===== config.mk =====
export PLATFORM = sky130hd
export DESIGN_NAME = vec_gather_unit_flat
export DESIGN_NICKNAME = d
export VERILOG_FILES = /design/src/rtl/vec_gather_if.sv /design/src/rtl/vec_gather_unit.sv /design/src/flat_wrapper.sv
export SDC_FILE = /design/constraint.sdc
export NUM_CORES = 1
export LEC_CHECK = 0
export BUFFER_PORTS_ARGS = -buffer_cell sky130_fd_sc_hd__buf_2
export CAP_MARGIN = 20
export CORE_AREA = 2 2 259 261
export DETAILED_ROUTE_END_ITERATION = 8
export DIE_AREA = 0 0 261 263
export GPL_TIMING_DRIVEN = 1
export SKIP_CTS_REPAIR_TIMING = 1
export SLEW_MARGIN = 20
export SYNTH_ARGS = -nofsm -noshare
export SYNTH_HDL_FRONTEND = slang
export SYNTH_SLANG_ARGS = --single-unit

===== constraint.sdc =====
create_clock -name clk -period 7.9 [get_ports clk]
set_clock_uncertainty 0.05 [all_clocks]
set_input_delay 0.79 -clock clk [delete_from_list [all_inputs] [get_ports clk]]
set_output_delay 0.79 -clock clk [all_outputs]
set_load 0.005 [all_outputs]

===== src/rtl/vec_gather_if.sv =====
// Handshake and data bundle between a gather requester and vec_gather_unit.
// The master drives the request and memory image; the slave returns the packed vector.
interface vec_gather_if #(
    parameter int NUM_SIZE        = 16,
    parameter int WORDS_IN_MEMORY = 32,
    parameter int VEC_BUFFER_LEN  = 8
);
    localparam int AW = $clog2(WORDS_IN_MEMORY);
    localparam int LW = $clog2(VEC_BUFFER_LEN) + 1;

    logic                                 start;
    logic [AW-1:0]                        src_addr;
    logic [LW-1:0]                        length;
    logic [NUM_SIZE*WORDS_IN_MEMORY-1:0]  flat_memory;
    logic                                 ack;
    logic                                 busy;
    logic                                 vec_valid;
    logic [NUM_SIZE*VEC_BUFFER_LEN-1:0]   flat_vec_buffer;
    logic [LW-1:0]                        vec_length;
    logic                                 len_error;

    modport master (
        output start, src_addr, length, flat_memory, ack,
        input  busy, vec_valid, flat_vec_buffer, vec_length, len_error
    );

    modport slave (
        input  start, src_addr, length, flat_memory, ack,
        output busy, vec_valid, flat_vec_buffer, vec_length, len_error
    );
endinterface


===== src/rtl/vec_gather_unit.sv =====
// Vector load engine: gathers a contiguous run of memory words, one per cycle,
// into a flat lane buffer and holds it until the consumer acknowledges.
module vec_gather_unit #(
    parameter int NUM_SIZE        = 16,
    parameter int WORDS_IN_MEMORY = 32,
    parameter int VEC_BUFFER_LEN  = 8
) (
    input logic         clk,
    input logic         rst,
    vec_gather_if.slave bus
);
    localparam int AW = $clog2(WORDS_IN_MEMORY);
    localparam int LW = $clog2(VEC_BUFFER_LEN) + 1;
    localparam int BW = NUM_SIZE * VEC_BUFFER_LEN;

    typedef enum logic [1:0] {IDLE, LOAD, HOLD} state_t;

    state_t                state, state_nxt;
    logic [AW-1:0]         base;
    logic [LW-1:0]         offset;
    logic [LW-1:0]         vec_len;
    logic [BW-1:0]         vec_buf;
    logic                  len_err;
    logic [LW-1:0]         eff_len;
    logic [AW-1:0]         rd_addr;
    logic [NUM_SIZE-1:0]   rd_word;
    logic                  last_word;
    logic                  busy_q;
    logic                  valid_q;

    always_comb begin
        eff_len = bus.length;
        if (bus.length > LW'(VEC_BUFFER_LEN))
            eff_len = LW'(VEC_BUFFER_LEN);
    end

    // Address wraps by truncation to the memory index width.
    assign rd_addr   = base + AW'(offset);
    assign rd_word   = bus.flat_memory[int'(rd_addr)*NUM_SIZE +: NUM_SIZE];
    assign last_word = (offset == vec_len - 1'b1);

    always_ff @(posedge clk or posedge rst) begin
        if (rst)
            state <= IDLE;
        else
            state <= state_nxt;
    end

    always_comb begin
        state_nxt = state;
        case (state)
            IDLE: if (bus.start) state_nxt = (eff_len == '0) ? HOLD : LOAD;
            LOAD: if (last_word) state_nxt = HOLD;
            HOLD: if (bus.ack)   state_nxt = IDLE;
            default:             state_nxt = IDLE;
        endcase
    end

    always_comb begin
        busy_q  = 1'b0;
        valid_q = 1'b0;
        case (state)
            LOAD:    busy_q = 1'b1;
            HOLD: begin
                busy_q  = 1'b1;
                valid_q = 1'b1;
            end
            default: ;
        endcase
    end

    // Buffer and length survive the ack; only a new start or reset clears them.
    always_ff @(posedge clk or posedge rst) begin
        if (rst) begin
            base    <= '0;
            offset  <= '0;
            vec_len <= '0;
            vec_buf <= '0;
            len_err <= 1'b0;
        end else begin
            case (state)
                IDLE: if (bus.start) begin
                    base    <= bus.src_addr;
                    vec_len <= eff_len;
                    len_err <= (bus.length > LW'(VEC_BUFFER_LEN));
                    vec_buf <= '0;
                    offset  <= '0;
                end
                LOAD: begin
                    vec_buf[int'(offset)*NUM_SIZE +: NUM_SIZE] <= rd_word;
                    offset <= offset + 1'b1;
                end
                default: ;
            endcase
        end
    end

    assign bus.busy            = busy_q;
    assign bus.vec_valid       = valid_q;
    assign bus.flat_vec_buffer = vec_buf;
    assign bus.vec_length      = vec_len;
    assign bus.len_error       = len_err;
endmodule


===== src/flat_wrapper.sv =====
// flat-port wrapper written by rule: the top's interface ports become plain ports
module vec_gather_unit_flat 
#(
    parameter int NUM_SIZE        = 16,
    parameter int WORDS_IN_MEMORY = 32,
    parameter int VEC_BUFFER_LEN  = 8
)
  (clk, rst, bus_start, bus_src_addr, bus_length, bus_flat_memory, bus_ack, bus_busy, bus_vec_valid, bus_flat_vec_buffer, bus_vec_length, bus_len_error);
  vec_gather_if #(.NUM_SIZE(NUM_SIZE), .WORDS_IN_MEMORY(WORDS_IN_MEMORY), .VEC_BUFFER_LEN(VEC_BUFFER_LEN)) bus_i ();
  input logic clk;
  input logic rst;
  input wire logic [$bits(bus_i.start)-1:0] bus_start;
  input wire logic [$bits(bus_i.src_addr)-1:0] bus_src_addr;
  input wire logic [$bits(bus_i.length)-1:0] bus_length;
  input wire logic [$bits(bus_i.flat_memory)-1:0] bus_flat_memory;
  input wire logic [$bits(bus_i.ack)-1:0] bus_ack;
  output wire logic [$bits(bus_i.busy)-1:0] bus_busy;
  output wire logic [$bits(bus_i.vec_valid)-1:0] bus_vec_valid;
  output wire logic [$bits(bus_i.flat_vec_buffer)-1:0] bus_flat_vec_buffer;
  output wire logic [$bits(bus_i.vec_length)-1:0] bus_vec_length;
  output wire logic [$bits(bus_i.len_error)-1:0] bus_len_error;
  assign bus_i.start = bus_start;
  assign bus_i.src_addr = bus_src_addr;
  assign bus_i.length = bus_length;
  assign bus_i.flat_memory = bus_flat_memory;
  assign bus_i.ack = bus_ack;
  assign bus_busy = bus_i.busy;
  assign bus_vec_valid = bus_i.vec_valid;
  assign bus_flat_vec_buffer = bus_i.flat_vec_buffer;
  assign bus_vec_length = bus_i.vec_length;
  assign bus_len_error = bus_i.len_error;
  vec_gather_unit #(.NUM_SIZE(NUM_SIZE), .WORDS_IN_MEMORY(WORDS_IN_MEMORY), .VEC_BUFFER_LEN(VEC_BUFFER_LEN)) u_core (.clk(clk), .rst(rst), .bus(bus_i));
endmodule

==> results.ini <==
[run]
maxCapViolCount = 0

[sta]
setup-tns-final_ps = 0
min_period_ps = 4660
finalSetupViolCount = 0
slew_viol_final = 0
worst_pin_slew_ps = 1090
max_slew_margin_pct = 27.2
whs_ps = 391
final-hold-violation-count = 0
final.period_utilization_pct = 59.0
max_freq_mhz = 215
rsz0062_at_grt = no

[synth]
synth_top_family_by_area = multiplexers
synth_edf_count = 0
ys_async_sr_fraction_pct = 100
synth.ff_latch_count = 144
yosysTopAreaCell = dfrtp_1
synth_compound_area_share_pct = 11.4
synth_xor_area_share_pct = 1.42
synth_area_um2 = 10200
yosys_most_used_dff = dfrtp_1
synth_area_leaders = dfrtp_1, mux4_2, nand2_1
yosys.area_share.simple_pct = 16.5
syn_avg_cell_area_um2 = 11.2
synth_top_area_share_pct = 35.2
syn_nets = 1453
muxShareOfSynthArea_pct = 29.1
synth.yosys.seq_area_share_pct = 35.2
synth_warnings = 0
syn-instance-count = 913
synthAdderAreaFrac_pct = 1.91
synthDistinctLibCells = 51

[route]
wl_per_cell_um = 30.2
avgViaCountPerCell = 4.61
drtIter0Drc = 1021
wirelength_um = 73800
drcViolationCount = 0
ant_nets = 0
dr_total_vias = 11300
dr.pass1.iters = 5

[status]
status = completed

[placed_design]
place_area_um2 = 14500
placed_cells = 2378
io_buffers = 659
hpwl_um = 63200
place.gp.congestion = 0.943

[clock_network]
htreeDepth = 4
cts.sinks = 144
cts.clk_slew.worst_paths_ps = 70
cts_tree = built
cts_made_buffers = 17
cts_root_buf = clkbuf_16
cts_max_path_buffers = 2
clock_latency_ps = 440

[layout]
num-nets-final = 2073
layout-drive-gt1-share_pct = 58.5
final_cell_mix = buf_2, nand2_1, dfrtp_1
area_growth_pct = 48.6
final_common_cell = buf_2
layout.cells.non_filler = 2447
fin_util_pct = 23.2
final_cell_area_um2 = 15200
num-fill-cells = 7224

[global_route]
grt_util_all_layers_pct = 20.9
grt-ovfl-total = 0
grt_pass1_vias = 11200
grt_first_pass_wirelength_um = 97500
grt_max_degree = 93
antenna_found_initial = 103

[power]
pwr-share-clk_pct = 11.4
p_per_area_nw_per_um2 = 506
seq_power_share_pct = 11.3
switchingPower_w = 0.00424
power_frac_comb_pct = 77.3
leakage_nw = 7.23
peakVddDrop_mv = 0.542
internal_power_w = 0.00345
switching_share_pct = 55.1

[floorplanning]
die_area_um2 = 68600
die_w_um = 261
coreArea_um2 = 65600
dieHeight_um = 263
io_pins = 660
fp-row-count = 94
initial_core_util_pct = 15.6

[critical_path]
regToRegStartpoint = u_core.offset[0]$_DFFE_PP0P_
slowest_delay_ps = 1130
r2r_end = u_core.bus.flat_vec_buffer[70]$_DFFE_PP0P_
worstPathRequired_ps = 8230
crit_chain = ha_4, inv_1, fa_4, buf_12, mux4_2, nand2_1, nand4_1, nand4_1, a2bb2o_4
end_kind = flip-flop
reg2reg_setup_slack_ps = 3240
cp_common_cell = nand4_1
critPathArrivalTime_ps = 4990
ff2ff_path_depth = 9
crit_type = reg2reg
cpMaxStageDelayCell = fa_4
critical_path.max_fanout = 92
cp-start-kind = flip-flop

[hold_path]
hold_path.class = in2async

[layer usage]
layer / global-route usage [%] / up-vias / routed length (um)
met5: 0 / - / 284
met4: 8.60 / 46 / 3420
met3: 6.77 / 180 / 7280
met2: 34.7 / 720 / 35100
met1: 24.8 / 5550 / 27700
li1: - / 4777 / -
[worst max-delay path by stage]
stage,startpoint,endpoint,slack (ps),cells after the start
2_1_floorplan,rst,u_core.base[0]$_DFFE_PP0P_,3190,1
6_report,u_core.offset[0]$_DFFE_PP0P_,u_core.bus.flat_vec_buffer[70]$_DFFE_PP0P_,3240,9
4_1_cts,u_core.offset[0]$_DFFE_PP0P_,u_core.bus.flat_vec_buffer[74]$_DFFE_PP0P_,3190,9
3_3_place_gp,u_core.offset[0]$_DFFE_PP0P_,u_core.bus.flat_vec_buffer[74]$_DFFE_PP0P_,3220,9
5_1_grt,u_core.offset[0]$_DFFE_PP0P_,u_core.bus.flat_vec_buffer[74]$_DFFE_PP0P_,3050,9
3_5_place_dp,u_core.offset[0]$_DFFE_PP0P_,u_core.bus.flat_vec_buffer[74]$_DFFE_PP0P_,3230,9
[through the flow]
stage / power [W] / setup slack, ps
3_5_place_dp: 0.00696 / 3230
4_1_cts: 0.00784 / 3190
3_3_place_gp: 0.00695 / 3220
2_1_floorplan: 0.00475 / 3190
6_report: 0.00769 / 3240
5_1_grt: 0.00821 / 3050
[sequential cells by signal (all words and copies together), names as in the netlist]
name and count:
u_core.bus.len_error 1, u_core.offset 4, u_core.bus.vec_length 4, u_core.state 2
u_core.base 5, u_core.bus.flat_vec_buffer 128
[Yosys cell counts, types with 3 or more instances]
cell       number
nor3_1          5
inv_1          12
xor2_1          6
a2bb2o_1        6
o21ai_2        11
mux4_2        128
o21ai_0        43
nor2_1          8
a21oi_2         4
a2bb2o_4       10
o2bb2ai_2      10
buf_2          29
buf_6           5
o2bb2ai_1       5
ha_1           14
buf_4          16
nand2b_1        5
clkbuf_1       25
a21oi_1         4
o21ai_1        52
a31oi_1         5
mux2_2          6
xnor2_1         5
dfrtp_1       144
nand2_1       241
nand4_1        81
nor2b_1         3
[critical path: cells and delay by family (launching register included)]
family / cells / cell delay [ps]
compound gates: 1 / 440
fa+ha+maj: 2 / 1350
buf+inv: 2 / 510
flops: 1 / 730
mux: 1 / 370
simple gates: 3 / 970
[logic make-up (layout without fill, tap and decap cells)]
group,after synthesis,count (layout)
AO/OA/AOI/OAI,157,157
XOR/XNOR,14,14
adder cells (fa/ha/maj),15,15
buffers and inverters,87,720
flip-flops,144,144
multiplexers,136,136
other,0,37
AND/OR/NAND/NOR,360,360
[power by group through the flow]
stage          clock (W)  combinational (W)  sequential (W)
2_1_floorplan          0            0.00390        0.000852
3_3_place_gp           0            0.00607        0.000885
3_5_place_dp           0            0.00608        0.000885
4_1_cts         0.000890            0.00608        0.000872
5_1_grt         0.000915            0.00642        0.000879
6_report        0.000873            0.00594        0.000870
[layout make-up]
class	instances	area (um2)	area share, %
Multi-Input combinational cell	682	6280	41.3
Sequential cell	144	3600	23.7
Timing Repair Buffer	676	3450	22.7
Tap cell	864	1080	7.11
Clock buffer	18	439	2.89
Clock inverter	14	198	1.30
Antenna cell	37	92.6	0.609
Inverter	12	50.0	0.329
Power figures use the tool's default switching activity.
